[src/rtl/ppg_pkg.sv]
// ppg_pkg: shared definitions for the PPG column reducer.
//   NCOL      number of weighted columns (pp0..pp14)
//   PP_W      bit width of each column bundle, indexed by column weight
//   CNT_W     width of a per-column popcount (max 45)
//   PPG_BIAS  Baugh-Wooley correction constant, added once per beat
//   popcnt9   9-bit population count
//   ppg_sum_t signed 19-bit reduced sum
package ppg_pkg;

    localparam int unsigned NCOL  = 15;
    localparam int unsigned CNT_W = 6;
    localparam int unsigned SUM_W = 19;

    localparam int unsigned PP_W [0:14] = '{18, 9, 27, 18, 36, 27, 45, 36, 36, 36, 36, 18, 18, 9, 9};

    localparam logic [SUM_W-1:0] PPG_BIAS = 19'h4E800;

    typedef logic signed [SUM_W-1:0] ppg_sum_t;

    function automatic logic [3:0] popcnt9(input logic [8:0] v);
        logic [3:0] c;
        c = '0;
        for (int unsigned i = 0; i < 9; i++) begin
            c = c + 4'(v[i]);
        end
        return c;
    endfunction

endpackage

[src/rtl/ppg_col_popcount.sv]
// ppg_col_popcount: counts the set bits of one column bundle made of NGRP
// 9-bit groups (one group per multiplier lane set).
//   bits  in   9*NGRP  column bits
//   cnt   out  CNT_W   number of ones in bits
module ppg_col_popcount
    import ppg_pkg::*;
#(
    parameter int unsigned NGRP = 1
) (
    input  logic [9*NGRP-1:0] bits,
    output logic [CNT_W-1:0]  cnt
);

    always_comb begin
        cnt = '0;
        for (int unsigned g = 0; g < NGRP; g++) begin
            cnt = cnt + CNT_W'(popcnt9(bits[g*9 +: 9]));
        end
    end

endmodule

[src/rtl/ppg_column_reducer.sv]
// ppg_column_reducer: reduces the 15 weighted PPG column bundles of one beat
// to a signed dot product through a 3-stage valid/ready pipeline
// (S1 column popcount, S2 weighted sum + bias, S3 output register).
//   clk, reset            rising-edge clock, async active-high reset
//   in_valid/in_ready     input handshake; in_first marks a new accumulation
//   pp0..pp14             column bits, column k has weight 2^k
//   out_valid/out_ready   output handshake
//   out_data              signed result, OUT_W bits
// Optional feature macro: PPG_REDUCER_ACC_EN
//   defined   -> S3 accumulates beats, restarting when in_first was set
//   undefined -> out_data is the sign-extended per-beat sum, in_first ignored
module ppg_column_reducer
    import ppg_pkg::*;
#(
    parameter int unsigned      OUT_W = 32,
    parameter logic [SUM_W-1:0] BIAS  = PPG_BIAS
) (
    input  logic             clk,
    input  logic             reset,
    input  logic             in_valid,
    output logic             in_ready,
    input  logic             in_first,
    input  logic [8:0]       pp14,
    input  logic [8:0]       pp13,
    input  logic [17:0]      pp12,
    input  logic [17:0]      pp11,
    input  logic [35:0]      pp10,
    input  logic [35:0]      pp9,
    input  logic [35:0]      pp8,
    input  logic [35:0]      pp7,
    input  logic [44:0]      pp6,
    input  logic [26:0]      pp5,
    input  logic [35:0]      pp4,
    input  logic [17:0]      pp3,
    input  logic [26:0]      pp2,
    input  logic [8:0]       pp1,
    input  logic [17:0]      pp0,
    output logic             out_valid,
    input  logic             out_ready,
    output logic [OUT_W-1:0] out_data
);

    logic [CNT_W-1:0] col_cnt [NCOL];
    logic [CNT_W-1:0] cnt_d   [NCOL];
    logic [CNT_W-1:0] cnt_q   [NCOL];

    logic s1_load, s2_load, s3_load;
    logic s1_valid_d, s1_valid_q;
    logic s2_valid_d, s2_valid_q;
    logic s3_valid_d, s3_valid_q;

    logic [SUM_W-1:0] sum_acc;
    ppg_sum_t         sum_d, sum_q;
    logic [OUT_W-1:0] sum_ext;
    logic [OUT_W-1:0] out_d, out_q;

`ifdef PPG_REDUCER_ACC_EN
    logic s1_first_d, s1_first_q;
    logic s2_first_d, s2_first_q;
`else
    logic unused_in_first;
    assign unused_in_first = in_first;
`endif

    ppg_col_popcount #(.NGRP(PP_W[0]  / 9)) u_pc0  (.bits(pp0),  .cnt(col_cnt[0]));
    ppg_col_popcount #(.NGRP(PP_W[1]  / 9)) u_pc1  (.bits(pp1),  .cnt(col_cnt[1]));
    ppg_col_popcount #(.NGRP(PP_W[2]  / 9)) u_pc2  (.bits(pp2),  .cnt(col_cnt[2]));
    ppg_col_popcount #(.NGRP(PP_W[3]  / 9)) u_pc3  (.bits(pp3),  .cnt(col_cnt[3]));
    ppg_col_popcount #(.NGRP(PP_W[4]  / 9)) u_pc4  (.bits(pp4),  .cnt(col_cnt[4]));
    ppg_col_popcount #(.NGRP(PP_W[5]  / 9)) u_pc5  (.bits(pp5),  .cnt(col_cnt[5]));
    ppg_col_popcount #(.NGRP(PP_W[6]  / 9)) u_pc6  (.bits(pp6),  .cnt(col_cnt[6]));
    ppg_col_popcount #(.NGRP(PP_W[7]  / 9)) u_pc7  (.bits(pp7),  .cnt(col_cnt[7]));
    ppg_col_popcount #(.NGRP(PP_W[8]  / 9)) u_pc8  (.bits(pp8),  .cnt(col_cnt[8]));
    ppg_col_popcount #(.NGRP(PP_W[9]  / 9)) u_pc9  (.bits(pp9),  .cnt(col_cnt[9]));
    ppg_col_popcount #(.NGRP(PP_W[10] / 9)) u_pc10 (.bits(pp10), .cnt(col_cnt[10]));
    ppg_col_popcount #(.NGRP(PP_W[11] / 9)) u_pc11 (.bits(pp11), .cnt(col_cnt[11]));
    ppg_col_popcount #(.NGRP(PP_W[12] / 9)) u_pc12 (.bits(pp12), .cnt(col_cnt[12]));
    ppg_col_popcount #(.NGRP(PP_W[13] / 9)) u_pc13 (.bits(pp13), .cnt(col_cnt[13]));
    ppg_col_popcount #(.NGRP(PP_W[14] / 9)) u_pc14 (.bits(pp14), .cnt(col_cnt[14]));

    always_comb begin
        // A stage loads when empty or when its successor loads, so bubbles
        // collapse and a full pipe still accepts while draining.
        s3_load = !s3_valid_q || out_ready;
        s2_load = !s2_valid_q || s3_load;
        s1_load = !s1_valid_q || s2_load;
        in_ready = s1_load;

        s1_valid_d = s1_load ? in_valid   : s1_valid_q;
        s2_valid_d = s2_load ? s1_valid_q : s2_valid_q;
        s3_valid_d = s3_load ? s2_valid_q : s3_valid_q;

        for (int unsigned k = 0; k < NCOL; k++) begin
            cnt_d[k] = (s1_load && in_valid) ? col_cnt[k] : cnt_q[k];
        end

        // Wraps mod 2^19 by construction of the accumulator width.
        sum_acc = BIAS;
        for (int unsigned k = 0; k < NCOL; k++) begin
            sum_acc = sum_acc + (SUM_W'(cnt_q[k]) << k);
        end
        sum_d = (s2_load && s1_valid_q) ? ppg_sum_t'(sum_acc) : sum_q;

        sum_ext = OUT_W'(sum_q);

`ifdef PPG_REDUCER_ACC_EN
        s1_first_d = (s1_load && in_valid)   ? in_first   : s1_first_q;
        s2_first_d = (s2_load && s1_valid_q) ? s1_first_q : s2_first_q;
        out_d = out_q;
        if (s3_load && s2_valid_q) begin
            out_d = s2_first_q ? sum_ext : out_q + sum_ext;
        end
`else
        out_d = (s3_load && s2_valid_q) ? sum_ext : out_q;
`endif
    end

    always_ff @(posedge clk or posedge reset) begin
        if (reset) begin
            s1_valid_q <= 1'b0;
            s2_valid_q <= 1'b0;
            s3_valid_q <= 1'b0;
            for (int unsigned k = 0; k < NCOL; k++) begin
                cnt_q[k] <= '0;
            end
            sum_q <= '0;
            out_q <= '0;
`ifdef PPG_REDUCER_ACC_EN
            s1_first_q <= 1'b0;
            s2_first_q <= 1'b0;
`endif
        end else begin
            s1_valid_q <= s1_valid_d;
            s2_valid_q <= s2_valid_d;
            s3_valid_q <= s3_valid_d;
            for (int unsigned k = 0; k < NCOL; k++) begin
                cnt_q[k] <= cnt_d[k];
            end
            sum_q <= sum_d;
            out_q <= out_d;
`ifdef PPG_REDUCER_ACC_EN
            s1_first_q <= s1_first_d;
            s2_first_q <= s2_first_d;
`endif
        end
    end

    assign out_valid = s3_valid_q;
    assign out_data  = out_q;

endmodule
[config.mk]
export PLATFORM = sky130hd
export DESIGN_NAME = ppg_column_reducer
export DESIGN_NICKNAME = d
export VERILOG_FILES = /design/src/rtl/ppg_pkg.sv /design/src/rtl/ppg_col_popcount.sv /design/src/rtl/ppg_column_reducer.sv
export SDC_FILE = /design/constraint.sdc
export NUM_CORES = 1
export LEC_CHECK = 0
export CAP_MARGIN = 15
export CORE_AREA = 2 2 176 178
export CTS_CLUSTER_SIZE = 10
export DETAILED_ROUTE_END_ITERATION = 8
export DIE_AREA = 0 0 178 180
export DONT_BUFFER_PORTS = 1
export PLACE_DENSITY = 0.86
export SYNTH_ARGS = -nofsm -noshare
export SYNTH_HDL_FRONTEND = slang
export SYNTH_SLANG_ARGS = --single-unit
[constraint.sdc]
create_clock -name clk -period 5 [get_ports clk]
set_input_delay 1 -clock clk [delete_from_list [all_inputs] [get_ports clk]]
set_output_delay 1 -clock clk [all_outputs]
set_load 0.01 [all_outputs]
# Word level (Yosys, flattened, before mapping)
# Index checks and enable logic that the tools add are counted.
[totals]
reg_bits = 125
latch_bits = 0
ramBits = 0
romBits = 0
input_bits = 383
output_inout_bits = 34
wordCells = 407
memories = 0
[classes]
addsub = 378
mul = 0
div_mod_pow = 0
order_cmp = 0
eq_ne = 0
n_shift = 0
n_mux = 0
n_bitwise = 0
reduce_logical = 9
[ops]
columns = ["operator", "count"]
rows = [
  ["4-bit by 1-bit adder with 4-bit output", 294],
  ["6-bit by 4-bit adder with 6-bit output", 15],
  ["1-bit by 1-bit adder with 2-bit output", 42],
  ["4-bit by 4-bit adder with 5-bit output", 12],
  ["19-bit by 17-bit adder with 19-bit output", 2],
  ["19-bit by 18-bit adder with 19-bit output", 2],
  ["19-bit by 10-bit adder with 19-bit output", 1],
  ["19-bit by 11-bit adder with 19-bit output", 1],
  ["19-bit by 12-bit adder with 19-bit output", 1],
  ["19-bit by 13-bit adder with 19-bit output", 1],
  ["19-bit by 14-bit adder with 19-bit output", 1],
  ["19-bit by 15-bit adder with 19-bit output", 1],
  ["19-bit by 16-bit adder with 19-bit output", 1],
  ["19-bit by 5-bit adder with 19-bit output", 1],
  ["19-bit by 6-bit adder with 19-bit output, first input constant", 1],
  ["19-bit by 8-bit adder with 19-bit output", 1],
  ["19-bit by 9-bit adder with 19-bit output", 1],
  ["1-bit logical AND", 3],
  ["1-bit zero test", 3],
  ["1-bit logical OR", 3],
]

# Longest topological paths before layout
# Gate-level depths: netlist of run 1.
[depth]
word_depth = 15
ltp_mapped = 21
mapped_depth_nobuf = 21

# Hierarchy
# A second synthesis of run 1 with hierarchy kept.
[unflattened]
hier_cells = 1667
area_unflattened_um2 = 17326.6
[by_module_without_submodules]
columns = ["mod", "n_inst", "cells_per_inst", "area_per_inst_um2", "seq_area_each_um2"]
rows = [
  ["ppg_column_reducer", 1, 596, 7318.3, 3253.1],
  ["ppg_col_popcount (u_pc10 ...)", 5, 94, 910.9, 0.0],
  ["ppg_col_popcount (u_pc0 ...)", 4, 58, 511.7, 0.0],
  ["ppg_col_popcount (u_pc2 ...)", 2, 72, 684.4, 0.0],
  ["ppg_col_popcount (u_pc6)", 1, 141, 1347.5, 0.0],
  ["ppg_col_popcount (u_pc1 ...)", 3, 28, 230.2, 0.0],
]

# Least setup slack after synthesis of run 1
# No wires, ideal clock.
[synth_timing]
kind = "input to register"
start = "input port pp6[0]"
end = "register cnt_q[53] in the netlist's numbering"
setup_time_ns = 0.133
arrival_ns = 6.038
t_required_ns = 4.867
setup_slack_ns = -1.172
path_stages = 21
n_path_buf = 0
cell_sequence = "ha_1 > inv_1 > fa_1 > fa_1 > fa_1 > inv_1 > ha_1 > fa_1 > inv_1 > fa_1 > fa_1 > fa_1 > inv_1 > ha_1 > inv_1 > fa_1 > inv_1 > a21o_1 > a21oi_1 > xor2_1 > o21ai_0"
[synth_between]
elab_chain_len = 12
[synth_rtl]
columns = ["element", "line_no", "text"]
rows = [
  ["from (decl)", "ppg_column_reducer.sv:31", "input logic [44:0] pp6,"],
  ["1-bit by 1-bit adder with 2-bit output", "ppg_pkg.sv:24", "c = c + 4'(v[i]);"],
  ["4-bit by 1-bit adder with 4-bit output (7 in a row)", "ppg_pkg.sv:24", ""],
  ["4-bit by 4-bit adder with 5-bit output", "ppg_col_popcount.sv:17", "cnt = cnt + CNT_W'(popcnt9(bits[g*9 +: 9]));"],
  ["6-bit by 4-bit adder with 6-bit output (3 in a row)", "ppg_col_popcount.sv:17", ""],
  ["to (signal, indexed assignment)", "ppg_column_reducer.sv:137", "cnt_q[k] <= cnt_d[k];"],
  ["to (decl)", "ppg_column_reducer.sv:45", "logic [CNT_W-1:0] cnt_q [NCOL];"],
]
# No other way between the ends.
# A chain may end at the register's enable or synchronous reset.

# Final worst setup path of run 1
[layout_timing]
start = "input port pp6[1]"
end = "register cnt_q[51] in the netlist's numbering"
# Same word-level chain as after synthesis.

==> results of run 1 <==
flip-flops by register name, indices dropped and copies added, names as in the netlist:
signal	cells
cnt_q	80
out_data	19
out_valid	1
s1_valid_q	1
s2_valid_q	1
sum_q	19
final cells by class:
cell class | instances | area, um2 | area share
multi-input cells | 1218 | 14910 | 0.6841
flip-flops and latches | 121 | 3028 | 0.1389
inverters | 632 | 2377 | 0.1091
well taps | 396 | 495.5 | 0.02274
clock buffers | 18 | 439.2 | 0.02015
repair buffers | 46 | 380.4 | 0.01745
clock inverters | 14 | 158.9 | 0.007291
diodes | 2 | 5.005 | 0.0002296
Yosys cell counts, types with 5 or more instances:
master and number:
a21o_1 92, inv_1 632, ha_1 371, nand3_1 7, mux2_2 39, buf_2 11
clkbuf_1 8, nand4_1 5, nand2b_1 6, o21bai_1 10, buf_4 16, fa_1 305
nand2_1 99, dfrtp_1 121, xnor2_1 27, xor2_1 63, o21ai_0 65, nor2_1 12
a21oi_1 68
worst register-to-register path: cells and delay by family, from the launching register on:
kind            cells  cell delay (ns)
compound gates      4             0.83
xor+xnor            1             0.18
fa+ha+maj           6             2.48
flops               1             0.41
timing repair:
| item | 4_1_cts | 5_1_grt |
|---|---|---|
| resized for setup | 41 | 31 |
| buffers inserted | 10 | 7 |
| endpoints found under the setup margin | 25 | 25 |
| pin swaps | 60 | 61 |
cells in the final DEF, fill, tap and decap left out, types with 17 or more instances in the layout:
master       n
a21oi_1     50
buf_4       39
ha_1       329
inv_1      570
a21o_1      92
ha_4        30
inv_2       61
fa_1       287
xor2_1      56
o21ai_0     43
clkbuf_16   17
dfrtp_1    121
xnor2_1     27
nand2_1     98
a21oi_2     18
mux2_2      38
fa_2        18
o21ai_1     20
layer usage:
| metal | vias to the layer above | GRT usage | share of wire |
|---|---|---|---|
| met5 | - | 0 | 0 |
| met4 | 0 | 0.06525 | 0.024 |
| met3 | 75 | 0.04167 | 0.037 |
| met2 | 315 | 0.4905 | 0.55 |
| met1 | 6444 | 0.3013 | 0.39 |
| li1 | 6117 | - | - |
path summary, 6_finish.rpt:
path | to | slack (ns) | depth (start not counted)
max | cnt_q[51] | -0.82 | 19
min | sum_q[10] | 0.47 | 2
max reg2reg | sum_q[11] | 0.92 | 11
min reg2reg | sum_q[10] | 0.47 | 2
max in group asynchronous | sum_q[10] | 3.34 | 2
min in group asynchronous | out_data[2] | 0.55 | 1
cells by family after synthesis:
logic type	after synthesis	synth area share
adders and majority gates	676	0.5393
xor gates and xnor gates	90	0.03956
DFF	121	0.1519
AOI/OAI and AO/OA	263	0.08326
buffers and inverters	668	0.1300
and+or+nand+nor	149	0.03334
muxes	40	0.02254
stage by stage:
step | instances | instance area (um2) | utilization
final | 2447 | 21790 | 0.7219
after global routing | 2447 | 21790 | 0.7219
after CTS | 2438 | 21600 | 0.7154
after detailed placement | 2396 | 20790 | 0.6887
after global placement | 2396 | 20790 | 0.6887
after floorplan | 2007 | 20270 | -
==> results by group, run 1 <==
Clock network
  – CTS Buf Count: 17
  – CTS Buffer Depth: 2
  – H-tree depth: 4
  – Clk_lat worst skew: 0.42 ns
  – Clock transition at the registers of the reported paths: 0.06 ns
  – Cts hold-fix bufs: 0
  – TritonCTS clock tree: built
  – CTS sink cnt: 121
  – Clock root buffer: clkbuf_16

Die
  – DIE AREA: 32,040 um2
  – Core box area: 30,190 um2
  – Ports: 417
  – Die height: 180 um
  – Std-Cell Rows: 64
  – Initial Utilization: 0.6601
  – Chip Width: 178 um

GRT
  – Vias in the first global route: 14,840
  – First-pass GRT wire length: 66,810 um
  – Antenna violations before repair: 1
  – Total gr overflow: 0
  – Pin count of the biggest net entering global routing: 75
  – GRT Total Usage: 0.2593

Place
  – Dpl hpwl: 34,930 um
  – Dpl ws: -1.277 ns
  – Port bufs: 0
  – GPL Wtd Cong: 0.8913

Worst setup path
  – Worst setup EP type: flip-flop
  – Crit path arrival time: 6.11 ns
  – CP max FO: 2
  – Crit path launch: pp6[1]
  – Top delay family on crit path: adder cells
  – Startpoint Class: input port
  – Worst r2r src: cnt_q[54]
  – Critical path class: input port to flip-flop
  – Most common cell on crit path: fa_1
  – Req. time, crit path: 5.29 ns
  – Max stage delay on crit path: 0.54 ns
  – Slowest cell on crit path: fa_2
  – CP bufs+invs: 6
  – Cell breakdown of the critical path: ha_4 > inv_2 > fa_1 > fa_1 > fa_1 > inv_1 > ha_2 > fa_2 > inv_2 > fa_2 > xor2_2 > fa_1 > fa_1 > buf_6 > fa_2 > buf_4 > buf_6 > xor2_1 > o21ai_1

Yosys
  – Most common flop cell mapped by yosys: dfrtp_1
  – Syn_nets: 3,066
  – Area share of the largest cell type after synthesis: 0.3064
  – Synth Instances: 2,007
  – Post-synthesis cell type count: 48
  – Netlist Area Pre-Place: 19,930 um2
  – Sequential share of the synthesized area: 0.1519
  – Yosys warning count: 0
  – Ys async rst share: 1.000
  – Avg Cell Area, Syn: 9.929 um2
  – Post-synth EDFFs: 0
  – Most area-consuming cells after synthesis: fa_1 (31%), ha_1 (23%), dfrtp_1 (15%)
  – Synth area leader: fa_1
  – Post-synthesis register bit count: 121

Timing
  – Setup ws final: -0.8170 ns
  – Clock Skew: 0.01009 ns
  – Fin crit period: 5.817 ns
  – Fin Setup TNS: -6.136 ns
  – Setup violators final: 25
  – Crit share post-route: 1.163
  – Max frequency: 0.1719 GHz
  – Tightest Pin Transition: 0.9610 ns
  – Final Hold Viols: 0
  – RSZ-0062 raised after global routing: yes
  – Worst hold margin: 0.4701 ns
  – Slew HR: 0.3578
  – Pins Over Slew Limit: 0

Worst hold path
  – Worst Hold Class: flip-flop to flip-flop
  – Hold_sp: sum_q[10]

Status
  – Violated checks: negative setup slack
  – Status: finished, violations left

Drt
  – Vias per inst: 5.293
  – Post-Route WL: 40,120 um
  – First-pass DRT Iterations: 4
  – Iteration-0 DRC count of the detailed router: 403
  – ANT nets after route: 0
  – Drc violations: 0
  – Routed len/inst: 16.40 um
  – Vias post-DR: 12,950

Job
  – Max-cap violation count: 0

Layout
  – Nets: 3,095
  – P&R area growth vs syn: 9.361%
  – Fill cells: 2,064
  – Layout cells sized above 1: 0.1337
Power of run 1 is not shown: default switching activity piles up to over one toggle a cycle in this logic, so the estimate is an artifact.
==> inputs of run 2 (changes only) <==
--- a/config.mk
+++ b/config.mk
@@ -7,11 +7,12 @@
 export LEC_CHECK = 0
 export CAP_MARGIN = 15
 export CORE_AREA = 2 2 176 178
+export CTS_CLUSTER_DIAMETER = 80
 export CTS_CLUSTER_SIZE = 10
 export DETAILED_ROUTE_END_ITERATION = 8
 export DIE_AREA = 0 0 178 180
 export DONT_BUFFER_PORTS = 1
-export PLACE_DENSITY = 0.86
+export PLACE_DENSITY = 0.89
 export SYNTH_ARGS = -nofsm -noshare
 export SYNTH_HDL_FRONTEND = slang
 export SYNTH_SLANG_ARGS = --single-unit
==> results by group, run 2 (synthesis results as in run 1) <==
Layout
  – Commonest non-fill, non-tap cell in the layout: inv_1
  – Layout cells sized above 1: 0.1326 (-0.001141)
  – Nets: 3,091 (-0.13%)
  – Commonest non-fill, non-tap cells in the layout: inv_1 (574), ha_1 (330), fa_1 (285), dfrtp_1 (121), nand2_1 (98)
  – Register area: 3028 um2 (unchanged)
  – Fill cells: 2,017 (-2.3%)
  – P&R area growth vs syn: 9.236%
  – Finished Layout Cells: 2,442 (-0.20%)
  – Final design area excluding fillers: 21,770 um2 (-0.11%)
  – Largest Register: cnt_q
  – Largest register FFs: 80 (unchanged)
  – Area of the multi-input gates: 14,930 um2 (+0.13%)

Worst setup path
  – Crit path arrival time: 6.14 ns (+0.03 ns)
  – Cell breakdown of the critical path: ha_4 > inv_2 > fa_1 > fa_1 > fa_1 > inv_1 > ha_2 > fa_2 > inv_2 > fa_2 > fa_1 > fa_1 > inv_2 > ha_4 > inv_2 > fa_2 > inv_1 > a21o_1 > a21oi_2 > xor2_1 > o21ai_1
  – Worst setup EP type: flip-flop
  – CP max FO: 2 (unchanged)
  – Startpoint Class: input port
  – Slowest cell on crit path: fa_2
  – Critical path class: input port to flip-flop
  – Max stage delay on crit path: 0.58 ns (+0.04 ns)
  – Most common cell on crit path: fa_1
  – Top delay family on crit path: adder cells
  – CP bufs+invs: 6 (unchanged)
  – Req. time, crit path: 5.27 ns (-0.02 ns)

Die
  – Ports: 417 (unchanged)
  – Initial Utilization: 0.6601 (unchanged)
  – Std-Cell Rows: 64 (unchanged)
  – DIE AREA: 32,040 um2 (unchanged)
  – Die height: 180 um (unchanged)
  – Core box area: 30,190 um2 (unchanged)
  – Chip Width: 178 um (unchanged)

Drt
  – Wire length on met3: 1717 um (+16%)
  – Routed len/inst: 16.81 um (+2.5%)
  – Met2 routed WL: 22,400 um (+1.7%)
  – Met1 wire length: 15,800 um (+0.81%)
  – Vias post-DR: 13,010 (+0.49%)
  – First-pass DRT Iterations: 4 (unchanged)
  – Drc violations: 0 (unchanged)
  – Iteration-0 DRC count of the detailed router: 473 (+17%)
  – ANT nets after route: 0 (unchanged)
  – Highest routed layer: met4
  – Vias per inst: 5.329 (+0.69%)
  – Post-Route WL: 41,040 um (+2.3%)

Timing
  – Setup ws final: -0.8620 ns (-0.04501 ns)
  – Setup violators final: 25 (unchanged)
  – Worst hold margin: 0.4808 ns (+0.01067 ns)
  – Fin crit period: 5.862 ns (+0.04501 ns)
  – Crit share post-route: 1.172 (+0.009001)
  – Final Hold Viols: 0 (unchanged)
  – Max frequency: 0.1706 GHz (-0.77%)
  – Tightest Pin Transition: 0.9610 ns (+0.00006038 ns)
  – Clock Skew: 0.01193 ns (+0.001840 ns)
  – Slew HR: 0.3578 (about the same)
  – RSZ-0062 raised after global routing: yes
  – Pins Over Slew Limit: 0 (unchanged)

GRT
  – Vias in the first global route: 15,090 (+1.7%)
  – Antenna violations before repair: 2 (+1)
  – Pin count of the biggest net entering global routing: 72 (-4.0%)
  – Total gr overflow: 0 (unchanged)
  – First-pass GRT wire length: 68,190 um (+2.1%)
  – GRT Total Usage: 0.2655 (+0.006241)

Worst hold path
  – Worst Hold Class: flip-flop to flip-flop

Job
  – Max-cap violation count: 0 (unchanged)

Clock network
  – CTS Buffer Depth: 2 (unchanged)
  – Clock root buffer: clkbuf_16
  – Clk_lat worst skew: 0.42 ns (about the same)
  – CTS sink cnt: 121 (unchanged)
  – TritonCTS clock tree: built
  – Clock transition at the registers of the reported paths: 0.06 ns (about the same)
  – CTS Buf Count: 17 (unchanged)
  – H-tree depth: 4 (unchanged)

Place
  – Placed cells: 2,401 (+0.21%)
  – GPL Wtd Cong: 0.9575 (+7.4%)
  – Placed inst area: 20,830 um2 (+0.17%)
  – Dpl hpwl: 36,020 um (+3.1%)
  – Port bufs: 0 (unchanged)

Status
  – Violated checks: negative setup slack
  – Status: finished, violations left
-- run 2: path summary, 6_finish.rpt --
kind | startpoint | end | slack (ns) | cells past startpoint
setup / recovery | pp6[1] | cnt_q[53] | -0.86 | 21
hold / removal | sum_q[4] | sum_q[4] | 0.48 | 2
setup reg to reg | cnt_q[39] | sum_q[18] | 0.92 | 10
hold reg to reg | sum_q[4] | sum_q[4] | 0.48 | 2
max in group asynchronous | reset | cnt_q[43] | 3.51 | 2
min in group asynchronous | reset | cnt_q[84] | 0.50 | 1
-- run 2: final cells by class --
type                    instances  area share
multi-input cells            1218      0.6858
flip-flops and latches        121      0.1391
inverters                     632      0.1091
well taps                     396     0.02276
clock buffers                  18     0.02017
repair buffers                 42     0.01609
clock inverters                13    0.006725
diodes                          2   0.0002299
-- run 2: per-layer routing --
metal | GRT usage | vias up
li1 | - | 6098
met1 | 0.3108 | 6455
met2 | 0.4946 | 366
met3 | 0.03892 | 95
met4 | 0.08426 | 0
met5 | 0 | -
-- run 2: timing repair --
action / in CTS / in global routing
hold buffers: 0 / 0
setup endpoints to repair: 25 / 28
buffers inserted: 6 / 3
gates resized for setup: 41 / 32
pin swaps: 66 / 34
-- run 2: per-stage QoR --
stage                     setup slack (ns)  setup TNS, ns  utilization
after floorplan                     -1.051         -11.71            -
after global placement              -1.137         -16.06       0.6899
after detailed placement            -1.346         -20.17       0.6899
after CTS                          -0.8305         -5.617       0.7158
after global routing                -1.020         -9.197       0.7211
final                              -0.8620         -5.980       0.7211
-- run 2: worst min-delay path, stage by stage (launching register included) --
cell and delay, ns:
dfrtp_1 0.35, nand2_1 0.05, nand2_1 0.05
Power of run 2 is left out for the same reason.
